### src/rtl/seg7_pattern_decoder_if.sv
// Decoder output bundle: segment tap in, digit stream and word status out.
// master is the decoder side, slave the tap/consumer side.
interface seg7_pattern_decoder_if #(
  parameter int DIGITS = 4
);
  logic [6:0]          seg;
  logic                out_ready;
  logic                out_valid;
  logic [3:0]          out_digit;
  logic [4*DIGITS-1:0] out_word;
  logic                word_done;
  logic                blank;
  logic                err_invalid;
  logic                overrun;

  modport master (
    input  seg, out_ready,
    output out_valid, out_digit, out_word,
    output word_done, blank, err_invalid, overrun
  );

  modport slave (
    output seg, out_ready,
    input  out_valid, out_digit, out_word,
    input  word_done, blank, err_invalid, overrun
  );
endinterface

### src/rtl/seg7_pattern_decoder.sv
// Debounces a 7-segment bus and decodes stable patterns back to hex digits.
// Define SEG7_DEC_ACTIVE_LOW_EN for common-anode (active-low) segment buses.
module seg7_pattern_decoder #(
  parameter int STABLE_CYCLES = 4,
  parameter int DIGITS        = 4
) (
  input logic CLK,
  input logic RST,
  seg7_pattern_decoder_if.master bus
);
  localparam int CW = $clog2(STABLE_CYCLES + 1);
  localparam int DW = $clog2(DIGITS + 1);
  localparam int WW = 4 * DIGITS;
  localparam logic [CW-1:0] CNT_MAX  = CW'(STABLE_CYCLES);
  localparam logic [CW-1:0] CNT_ONE  = CW'(1);
  localparam logic [DW-1:0] DIG_LAST = DW'(DIGITS - 1);
  localparam logic [DW-1:0] DIG_ONE  = DW'(1);

`ifdef SEG7_DEC_ACTIVE_LOW_EN
  // seg_q keeps the raw bus; all-ones is the dark display
  localparam logic [6:0] SEG_RST = 7'h7F;
  function automatic logic [6:0] pol(input logic [6:0] s);
    return ~s;
  endfunction
`else
  localparam logic [6:0] SEG_RST = 7'h00;
  function automatic logic [6:0] pol(input logic [6:0] s);
    return s;
  endfunction
`endif

  typedef enum logic [1:0] {
    IDLE,
    SETTLE,
    HOLD
  } state_t;

  // {valid digit, blank, digit}
  function automatic logic [5:0] decode(input logic [6:0] p);
    case (p)
      7'b1111110: return 6'b10_0000;
      7'b0110000: return 6'b10_0001;
      7'b1101101: return 6'b10_0010;
      7'b1111001: return 6'b10_0011;
      7'b0110011: return 6'b10_0100;
      7'b1011011: return 6'b10_0101;
      7'b1011111: return 6'b10_0110;
      7'b1110000: return 6'b10_0111;
      7'b1111111: return 6'b10_1000;
      7'b1111011: return 6'b10_1001;
      7'b1110111: return 6'b10_1010;
      7'b0011111: return 6'b10_1011;
      7'b1001110: return 6'b10_1100;
      7'b0111101: return 6'b10_1101;
      7'b1001111: return 6'b10_1110;
      7'b1000111: return 6'b10_1111;
      7'b0000000: return 6'b01_0000;
      default:    return 6'b00_0000;
    endcase
  endfunction

  state_t        state;
  logic [6:0]    seg_q;
  logic [CW-1:0] cnt;
  logic [CW-1:0] cnt_n;
  logic [DW-1:0] digit_cnt;
  logic          changed;
  logic          accept;
  logic [5:0]    dec;

  // The edge that samples a new pattern already counts as sample one
  always_comb begin
    changed = bus.seg != seg_q;
    cnt_n   = CNT_ONE;
    unique case (state)
      SETTLE:  cnt_n = changed ? CNT_ONE : cnt + CNT_ONE;
      HOLD:    cnt_n = changed ? CNT_ONE : cnt;
      default: cnt_n = CNT_ONE;
    endcase
    accept = (state != HOLD || changed) && cnt_n == CNT_MAX;
    dec    = decode(pol(bus.seg));
  end

  always_ff @(posedge CLK or negedge RST) begin
    if (!RST) begin
      state           <= IDLE;
      seg_q           <= SEG_RST;
      cnt             <= '0;
      digit_cnt       <= '0;
      bus.out_valid   <= 1'b0;
      bus.out_digit   <= '0;
      bus.out_word    <= '0;
      bus.word_done   <= 1'b0;
      bus.blank       <= 1'b0;
      bus.err_invalid <= 1'b0;
      bus.overrun     <= 1'b0;
    end else begin
      seg_q           <= bus.seg;
      cnt             <= cnt_n;
      bus.word_done   <= 1'b0;
      bus.err_invalid <= 1'b0;
      bus.overrun     <= 1'b0;
      if (bus.out_ready) bus.out_valid <= 1'b0;
      if (accept || (state == HOLD && !changed)) state <= HOLD;
      else state <= SETTLE;
      if (accept) begin
        unique case (1'b1)
          dec[5]: begin
            bus.blank <= 1'b0;
            if (!bus.out_valid || bus.out_ready) begin
              bus.out_valid <= 1'b1;
              bus.out_digit <= dec[3:0];
              bus.out_word  <= WW'({bus.out_word, dec[3:0]});
              if (digit_cnt == DIG_LAST) begin
                bus.word_done <= 1'b1;
                digit_cnt     <= '0;
              end else begin
                digit_cnt <= digit_cnt + DIG_ONE;
              end
            end else begin
              bus.overrun <= 1'b1;
            end
          end
          dec[4]: begin
            bus.blank <= 1'b1;
            if (digit_cnt != '0) begin
              bus.word_done <= 1'b1;
              digit_cnt     <= '0;
            end
          end
          default: bus.err_invalid <= 1'b1;
        endcase
      end
    end
  end
endmodule

### src/flat_wrapper.sv
// flat-port wrapper written by rule: the top's interface ports become plain ports
module seg7_pattern_decoder_flat 
#(
  parameter int STABLE_CYCLES = 4,
  parameter int DIGITS        = 4
)
  (CLK, RST, bus_seg, bus_out_ready, bus_out_valid, bus_out_digit, bus_out_word, bus_word_done, bus_blank, bus_err_invalid, bus_overrun);
  seg7_pattern_decoder_if #(.DIGITS(DIGITS)) bus_i ();
  input logic CLK;
  input logic RST;
  input wire logic [$bits(bus_i.seg)-1:0] bus_seg;
  input wire logic [$bits(bus_i.out_ready)-1:0] bus_out_ready;
  output wire logic [$bits(bus_i.out_valid)-1:0] bus_out_valid;
  output wire logic [$bits(bus_i.out_digit)-1:0] bus_out_digit;
  output wire logic [$bits(bus_i.out_word)-1:0] bus_out_word;
  output wire logic [$bits(bus_i.word_done)-1:0] bus_word_done;
  output wire logic [$bits(bus_i.blank)-1:0] bus_blank;
  output wire logic [$bits(bus_i.err_invalid)-1:0] bus_err_invalid;
  output wire logic [$bits(bus_i.overrun)-1:0] bus_overrun;
  assign bus_i.seg = bus_seg;
  assign bus_i.out_ready = bus_out_ready;
  assign bus_out_valid = bus_i.out_valid;
  assign bus_out_digit = bus_i.out_digit;
  assign bus_out_word = bus_i.out_word;
  assign bus_word_done = bus_i.word_done;
  assign bus_blank = bus_i.blank;
  assign bus_err_invalid = bus_i.err_invalid;
  assign bus_overrun = bus_i.overrun;
  seg7_pattern_decoder #(.STABLE_CYCLES(STABLE_CYCLES), .DIGITS(DIGITS)) u_core (.CLK(CLK), .RST(RST), .bus(bus_i));
endmodule
### config.mk
export PLATFORM = sky130hd
export DESIGN_NAME = seg7_pattern_decoder_flat
export DESIGN_NICKNAME = d
export VERILOG_FILES = /design/src/rtl/seg7_pattern_decoder_if.sv /design/src/rtl/seg7_pattern_decoder.sv /design/src/flat_wrapper.sv
export SDC_FILE = /design/constraint.sdc
export NUM_CORES = 1
export LEC_CHECK = 0
export CAP_MARGIN = 20
export CORE_MARGIN = 5
export CORE_UTILIZATION = 40
export CTS_CLUSTER_DIAMETER = 80
export DETAILED_ROUTE_END_ITERATION = 8
export PLACE_DENSITY = 0.66
export SKIP_LAST_GASP = 1
export SYNTH_ARGS = -nofsm -noshare
export SYNTH_HDL_FRONTEND = slang
export SYNTH_SLANG_ARGS = --single-unit
### constraint.sdc
create_clock -name CLK -period 2.98 [get_ports CLK]
set_clock_uncertainty 0.05 [all_clocks]
set_input_delay 0.298 -clock CLK [delete_from_list [all_inputs] [get_ports CLK]]
set_output_delay 0.298 -clock CLK [all_outputs]
set_load 0.03 [all_outputs]
==> flow_summary.toml, run 1 <==
[global_route]
antenna_found_initial = 0
grt_start_max_net_pins = 37
grt.total_usage_pct = 13.40
grt_pass1_wl_mm = 6.713
grt-ovfl-total = 0
grt_pass1_vias = 1401

[floorplan]
die_area_sq_um = 6495
rows = 25
fp.dieW_um = 80.59
io_pins = 35
core_area_sq_um = 4786
die_y_um = 80.59
initial_core_util_pct = 41.65

[job]
maxCapViolations = 0

[min_path]
hp-class = "in2async"

[timing]
tns_ns = 0
tightestPinTransition_ns = 0.7745
post-route-min-period_ns = 2.611
fin_crit_sh_pct = 87.63
slew_headroom_pct = 48.37
clock.fmax_mhz = 383.0
setup_viol = 0
whs_ns = 0.03266
hold_viol = 0
rsz0062_at_grt = "false"
slew_violations = 0

[worst_setup_path]
critical_path_class = "in2reg"
worst_setup_path_end_kind = "flip-flop"
worstPathCellList = "clkdlybuf4s50_1, buf_4, nand3_1, nor4b_1, a311oi_1, o2111a_1, nand3b_4, mux2_2"
critPathLaunchType = "input port"
crit_slowest_cell = "clkdlybuf4s50_1"
path_max_fanout = 17
worst_ep_arrival_time_ns = 2.73
crit_required_ns = 3.10
max_stage_delay_ns = 0.53

[cts]
cts_buffers = 5
cts_tree = "done"
htree_num_levels = 2
hold_buffers = 0
clock_latency_ns = 0.29
cts_max_path_buffers = 2
clk_pin_slew_ns = 0.08
cts_setup_buffers = 0
clock-sinks = 36
cts.repair.resized = 0
cts_root_buf = "clkbuf_8"

[power_and_ir_drop]
p_int_mw = 0.7781
power.leakage_nw = 1.136
p_per_area_nw_per_um2 = 397.0
p_clk_share_pct = 42.1
power.switching_mw = 0.2279
switching_share_pct = 22.65
combPwrFrac_pct = 8.7
seqPwrFrac_pct = 49.3
ir_drop_uv = 258.9

[yosys]
avgSynthCellArea_sq_um = 11.07
syn_inst = 180
synth_cell_types = 52
ys_warn_count = 0
async_flop_share_pct = 100.0
syn-num-nets = 195
synth_flop_cell = "dfrtp_1"
synth_area_sq_um = 1993
synth-seq-cells = 36
seq_area_frac_synth_pct = 45.20
synth_edf_count = 0

[final_layout]
most-common-layout-cells = "dfrtp_1, clkdlybuf4s50_1, nand2_1"
final_util_pct = 52.94
area_growth_pct = 27.12
fillerInstances = 421
layout.nets = 236
insertedDiodeCount = 0
multi_input_area_sq_um = 978.4
seq_area_sq_um = 900.9
drive_above_1_share_pct = 20.72
layout_commonest_cell = "dfrtp_1"

[detailed_routing]
drtPass1Iterations = 4
avgRoutedWirePerCell_um = 13.53
viasPerCell = 5.135
detail-route-antenna-nets = 0
routed_wl_mm = 3.909
vias = 1484
drc = 0
drtIter0Drc = 56

[placement]
portBuffers = 34
place.gp.congestion = 0.9225
dp_hpwl_mm = 2.861

[run_status]
status = "completed"
[routing by layer]
metal  wire length [um]  GRT usage (%)  up-vias
met5                  0              0        -
met4                 55          5.405        0
met3                238          3.475        6
met2               1895          21.03       47
met1               1721          17.50      704
li1                   -              -      727
[through the flow]
step	setup slack, ns	power, mW	instance area (sq um)	std cells
after floorplan	0.7641	0.5539	1993	180
after global placement	0.08656	0.5925	2422	281
after detailed placement	0.07122	0.5924	2422	281
after CTS	0.3595	1.021	2534	289
after global routing	0.2307	1.056	2534	289
final	0.3688	1.006	2534	289
[synth_stat cells (2+ instances only)]
master / n / area [sq um]
a21oi_1: 6 / 30.03
a31oi_1: 3 / 18.77
o21bai_1: 2 / 15.01
inv_1: 7 / 26.28
or4bb_1: 2 / 22.52
ha_1: 5 / 62.56
nand3_1: 4 / 20.02
buf_2: 4 / 20.02
and2b_1: 2 / 15.01
nor3_1: 5 / 25.02
nand2b_1: 5 / 31.28
nor4_1: 2 / 12.51
o211ai_1: 2 / 15.01
mux2_4: 9 / 135.1
clkbuf_1: 2 / 7.510
or2_2: 3 / 18.77
nand4b_1: 2 / 17.52
buf_4: 5 / 37.54
nand2_1: 14 / 52.55
nor4b_1: 3 / 26.28
xor2_1: 7 / 61.31
nor2_1: 8 / 30.03
nor2b_1: 2 / 12.51
mux2_2: 7 / 78.83
o22ai_1: 2 / 12.51
and3_1: 2 / 12.51
o2111a_1: 2 / 22.52
o21ai_0: 3 / 15.01
buf_6: 2 / 22.52
dfrtp_1: 36 / 900.9
[power groups by stage]
stage	logic (mW)	registers (mW)	clock network (mW)
final	0.0871	0.496	0.423
after global routing	0.0971	0.496	0.463
after CTS	0.0875	0.496	0.438
after detailed placement	0.0871	0.505	0
after global placement	0.0874	0.505	0
after floorplan	0.0489	0.505	0
[path summary, 6_finish.rpt]
path	start	endpoint	slack, ns	cells past startpoint
max	bus_seg[6]	u_core.bus.out_word[14]	0.37	8
min	RST	u_core.seg_q[4]	0.03	1
max reg2reg	u_core.seg_q[6]	u_core.bus.out_word[9]	0.64	6
min reg2reg	u_core.bus.out_word[13]	u_core.bus.out_word[13]	0.45	1
max in group asynchronous	RST	u_core.bus.out_word[13]	2.35	1
min in group CLK	u_core.bus.out_word[13]	u_core.bus.out_word[13]	0.45	1
[sequential cells by signal, indices dropped and copies added, names as in the netlist]
name	flops
u_core.bus.blank	1
u_core.bus.err_invalid	1
u_core.bus.out_valid	1
u_core.bus.out_word	16
u_core.bus.overrun	1
u_core.bus.word_done	1
u_core.cnt	3
u_core.digit_cnt	3
u_core.seg_q	7
u_core.state	2
[cells by family (layout without fill, tap and decap cells)]
group / Yosys count / count (layout) / synth area share (%)
xor gates and xnor gates: 8 / 8 / 3.516
buffers and inverters: 20 / 62 / 5.713
adders and majority gates: 5 / 5 / 3.139
and+or+nand+nor: 64 / 64 / 20.40
DFF: 36 / 36 / 45.20
AOI/OAI and AO/OA: 29 / 29 / 10.23
muxes: 18 / 18 / 11.80
[critical path: cells and delay by family]
kind	cells	cell delay (ns)
compound gates	2	0.70
mux	1	0.37
buf+inv	2	0.76
simple gates	3	0.59
[final cells by class]
cell class              count  share of cell area, %
clock buffers               5                  2.716
clock inverters             3                  1.679
inverters                   7                  1.037
multi-input cells         124                  38.62
flip-flops and latches     36                  35.56
well taps                  67                  3.309
repair buffers             47                  17.09
Note: power is estimated with default switching activity, not from simulation.
==> inputs of run 2 (changes only) <==
--- a/config.mk
+++ b/config.mk
@@ -5,6 +5,7 @@
 export SDC_FILE = /design/constraint.sdc
 export NUM_CORES = 1
 export LEC_CHECK = 0
+export ABC_CLOCK_PERIOD_IN_PS = 2980
 export CAP_MARGIN = 20
 export CORE_MARGIN = 5
 export CORE_UTILIZATION = 40
==> results of run 2 <==
Same layout as run 1: the final DEF is identical, and so are final timing and power.
==> inputs of run 3 (changes only) <==
--- a/config.mk
+++ b/config.mk
@@ -5,13 +5,14 @@
 export SDC_FILE = /design/constraint.sdc
 export NUM_CORES = 1
 export LEC_CHECK = 0
-export ABC_CLOCK_PERIOD_IN_PS = 2980
+export ABC_CLOCK_PERIOD_IN_PS = 2400
 export CAP_MARGIN = 20
 export CORE_MARGIN = 5
-export CORE_UTILIZATION = 40
+export CORE_UTILIZATION = 30
 export CTS_CLUSTER_DIAMETER = 80
 export DETAILED_ROUTE_END_ITERATION = 8
-export PLACE_DENSITY = 0.66
+export HOLD_SLACK_MARGIN = 0.1
+export PLACE_DENSITY = 0.55
 export SKIP_LAST_GASP = 1
 export SYNTH_ARGS = -nofsm -noshare
 export SYNTH_HDL_FRONTEND = slang
==> constraint.sdc (replaced) <==
create_clock -name CLK -period 2.4 [get_ports CLK]
set_clock_uncertainty 0.05 [all_clocks]
set_input_delay 0.24 -clock CLK [delete_from_list [all_inputs] [get_ports CLK]]
set_output_delay 0.24 -clock CLK [all_outputs]
set_load 0.03 [all_outputs]
==> flow_summary.toml, run 3 (synthesis results as in run 1) <==
[run_status]
status = "completed"

[power_and_ir_drop]
power.switching_mw = 0.2882
p_int_mw = 0.9124
combPwrFrac_pct = 12.2
ir_drop_uv = 362.7
p_per_area_nw_per_um2 = 414.5
power.leakage_nw = 1.363
switching_share_pct = 24.01
p_clk_share_pct = 36.5
p_total_mw = 1.201
seqPwrFrac_pct = 51.2

[detailed_routing]
drtPass1Iterations = 4
avgRoutedWirePerCell_um = 13.34
routed_wl_mm = 4.430
viasPerCell = 4.792
vias = 1591
drc = 0
detail-route-antenna-nets = 0
drtIter0Drc = 62

[timing]
tns_ns = 0
hold_viol = 0
slew_headroom_pct = 46.78
slew_violations = 0
fin_crit_sh_pct = 97.96
post-route-min-period_ns = 2.351
clock.fmax_mhz = 425.4
postLayoutSetupSlackWorst_ns = 0.04899
tightestPinTransition_ns = 0.7984
setup_viol = 0

[final_layout]
fin_cells = 332
area_growth_pct = 45.32
top_register = "u_core.bus.out_word"
insertedDiodeCount = 0
most-common-layout-cells = "buf_4, dfrtp_1, clkdlybuf4s50_1"
layout.nets = 269
largest_register_ffs = 16
final_util_pct = 45.10
drive_above_1_share_pct = 34.12
layout_commonest_cell = "buf_4"
reg.largest.list = "u_core.bus.out_word (16), u_core.seg_q (7)"

[floorplan]
core_area_sq_um = 6422
die_y_um = 91.51
io_pins = 35
fp.dieW_um = 91.51
initial_core_util_pct = 31.03
die_area_sq_um = 8374
rows = 29

[global_route]
grt.total_usage_pct = 10.69
grt_pass1_vias = 1553
grt_start_max_net_pins = 37
antenna_found_initial = 0
grt_pass1_wl_mm = 7.452
grt-ovfl-total = 0

[cts]
clock_latency_ns = 0.28
clk_pin_slew_ns = 0.07
cts_max_path_buffers = 2
cts_buffers = 5
htree_num_levels = 2
cts_root_buf = "clkbuf_8"
clock-sinks = 36
cts_tree = "done"

[worst_setup_path]
crit_slowest_cell = "clkdlybuf4s50_1"
path_max_fanout = 8
crit_required_ns = 2.51
worstPathCellList = "clkdlybuf4s50_1, buf_4, nand2_1, buf_4, nor3_1, a2bb2oi_2, o2111a_1, nand3b_4, buf_12, mux2_4"
worst_setup_path_end_kind = "flip-flop"
critical_path_class = "in2reg"
critPathLaunchType = "input port"
worst_path_most_repeated_cell = "buf_4"
max_stage_delay_ns = 0.52
worst_ep_arrival_time_ns = 2.46

[placement]
place.gp.congestion = 0.8501
portBuffers = 34
dp_hpwl_mm = 3.284
pre_cts_slack_ns = -0.3609
dpl.cell_count = 320

[min_path]
hp-class = "in2reg"

[job]
maxCapViolations = 0
## run 3: cell types whose count changed in the layout (fill, tap and decap cells not counted), moves of 2 or more
cell | previous run | this run
nor4_1 | 2 | 0
dlygate4sd2_1 | 0 | 2
clkdlybuf4s50_1 | 33 | 27
dlymetal6s2s_1 | 0 | 4
nor4b_1 | 3 | 1
buf_4 | 13 | 43
## run 3: path summary, 6_finish.rpt
check	from	to	slack, ns	cells past startpoint
setup reg to reg	u_core.seg_q[2]	u_core.bus.out_word[5]	0.17	8
min in group asynchronous	RST	u_core.bus.out_word[15]	0.54	2
hold reg to reg	u_core.bus.out_word[13]	u_core.bus.out_word[13]	0.46	1
max in group asynchronous	RST	u_core.seg_q[2]	1.25	2
setup / recovery	bus_seg[4]	u_core.bus.out_word[5]	0.05	10
hold / removal	bus_seg[0]	u_core.seg_q[0]	0.12	1
## run 3: final cells by class
| class | instances | area, sq um |
|---|---|---|
| clock buffers | 6 | 82.58 |
| clock inverters | 2 | 10.01 |
| fillers | 603 | 3526 |
| inverters | 7 | 26.28 |
| multi-input cells | 124 | 1060 |
| flip-flops and latches | 36 | 900.9 |
| well taps | 77 | 96.34 |
| repair buffers | 80 | 720.7 |
## run 3: power groups by stage
stage / clock network (mW) / logic, mW / registers [mW]
2_1_floorplan: 0 / 0.0607 / 0.627
3_3_place_gp: 0 / 0.140 / 0.627
3_5_place_dp: 0 / 0.139 / 0.627
4_1_cts: 0.457 / 0.140 / 0.615
5_1_grt: 0.485 / 0.163 / 0.616
6_report: 0.438 / 0.147 / 0.615
## run 3: worst max-delay path, delay by kind of cell
kind                   cells  cell delay [ns]
buffers and inverters      4             1.02
AND/OR/NAND/NOR            3             0.62
AO/OA/AOI/OAI              2             0.29
multiplexers               1             0.29
## run 3: timing repair
item / CTS / global route
cloned: 0 / 1
hold buffers: 1 / 0
endpoints found under the setup margin: 17 / 19
hold endpoints to repair: 36 / 0
buffers inserted: 0 / 2
resized for setup: 2 / 16
pin swaps: 2 / 5
## run 3: metal layers
metal | vias up | routed length, um | GRT usage [%]
li1 | 789 | - | -
met1 | 758 | 2031 | 14.63
met2 | 36 | 2110 | 16.68
met3 | 8 | 203 | 2.893
met4 | 0 | 85 | 2.764
met5 | - | 0 | 0
## run 3: metrics by stage
step	hold slack (ns)	cell area, sq um
floorplan	-0.1056	1993
global placement	0.3479	2665
detailed placement	0.3458	2665
CTS	0.2960	2765
global route	0.1315	2897
finish	0.1205	2897
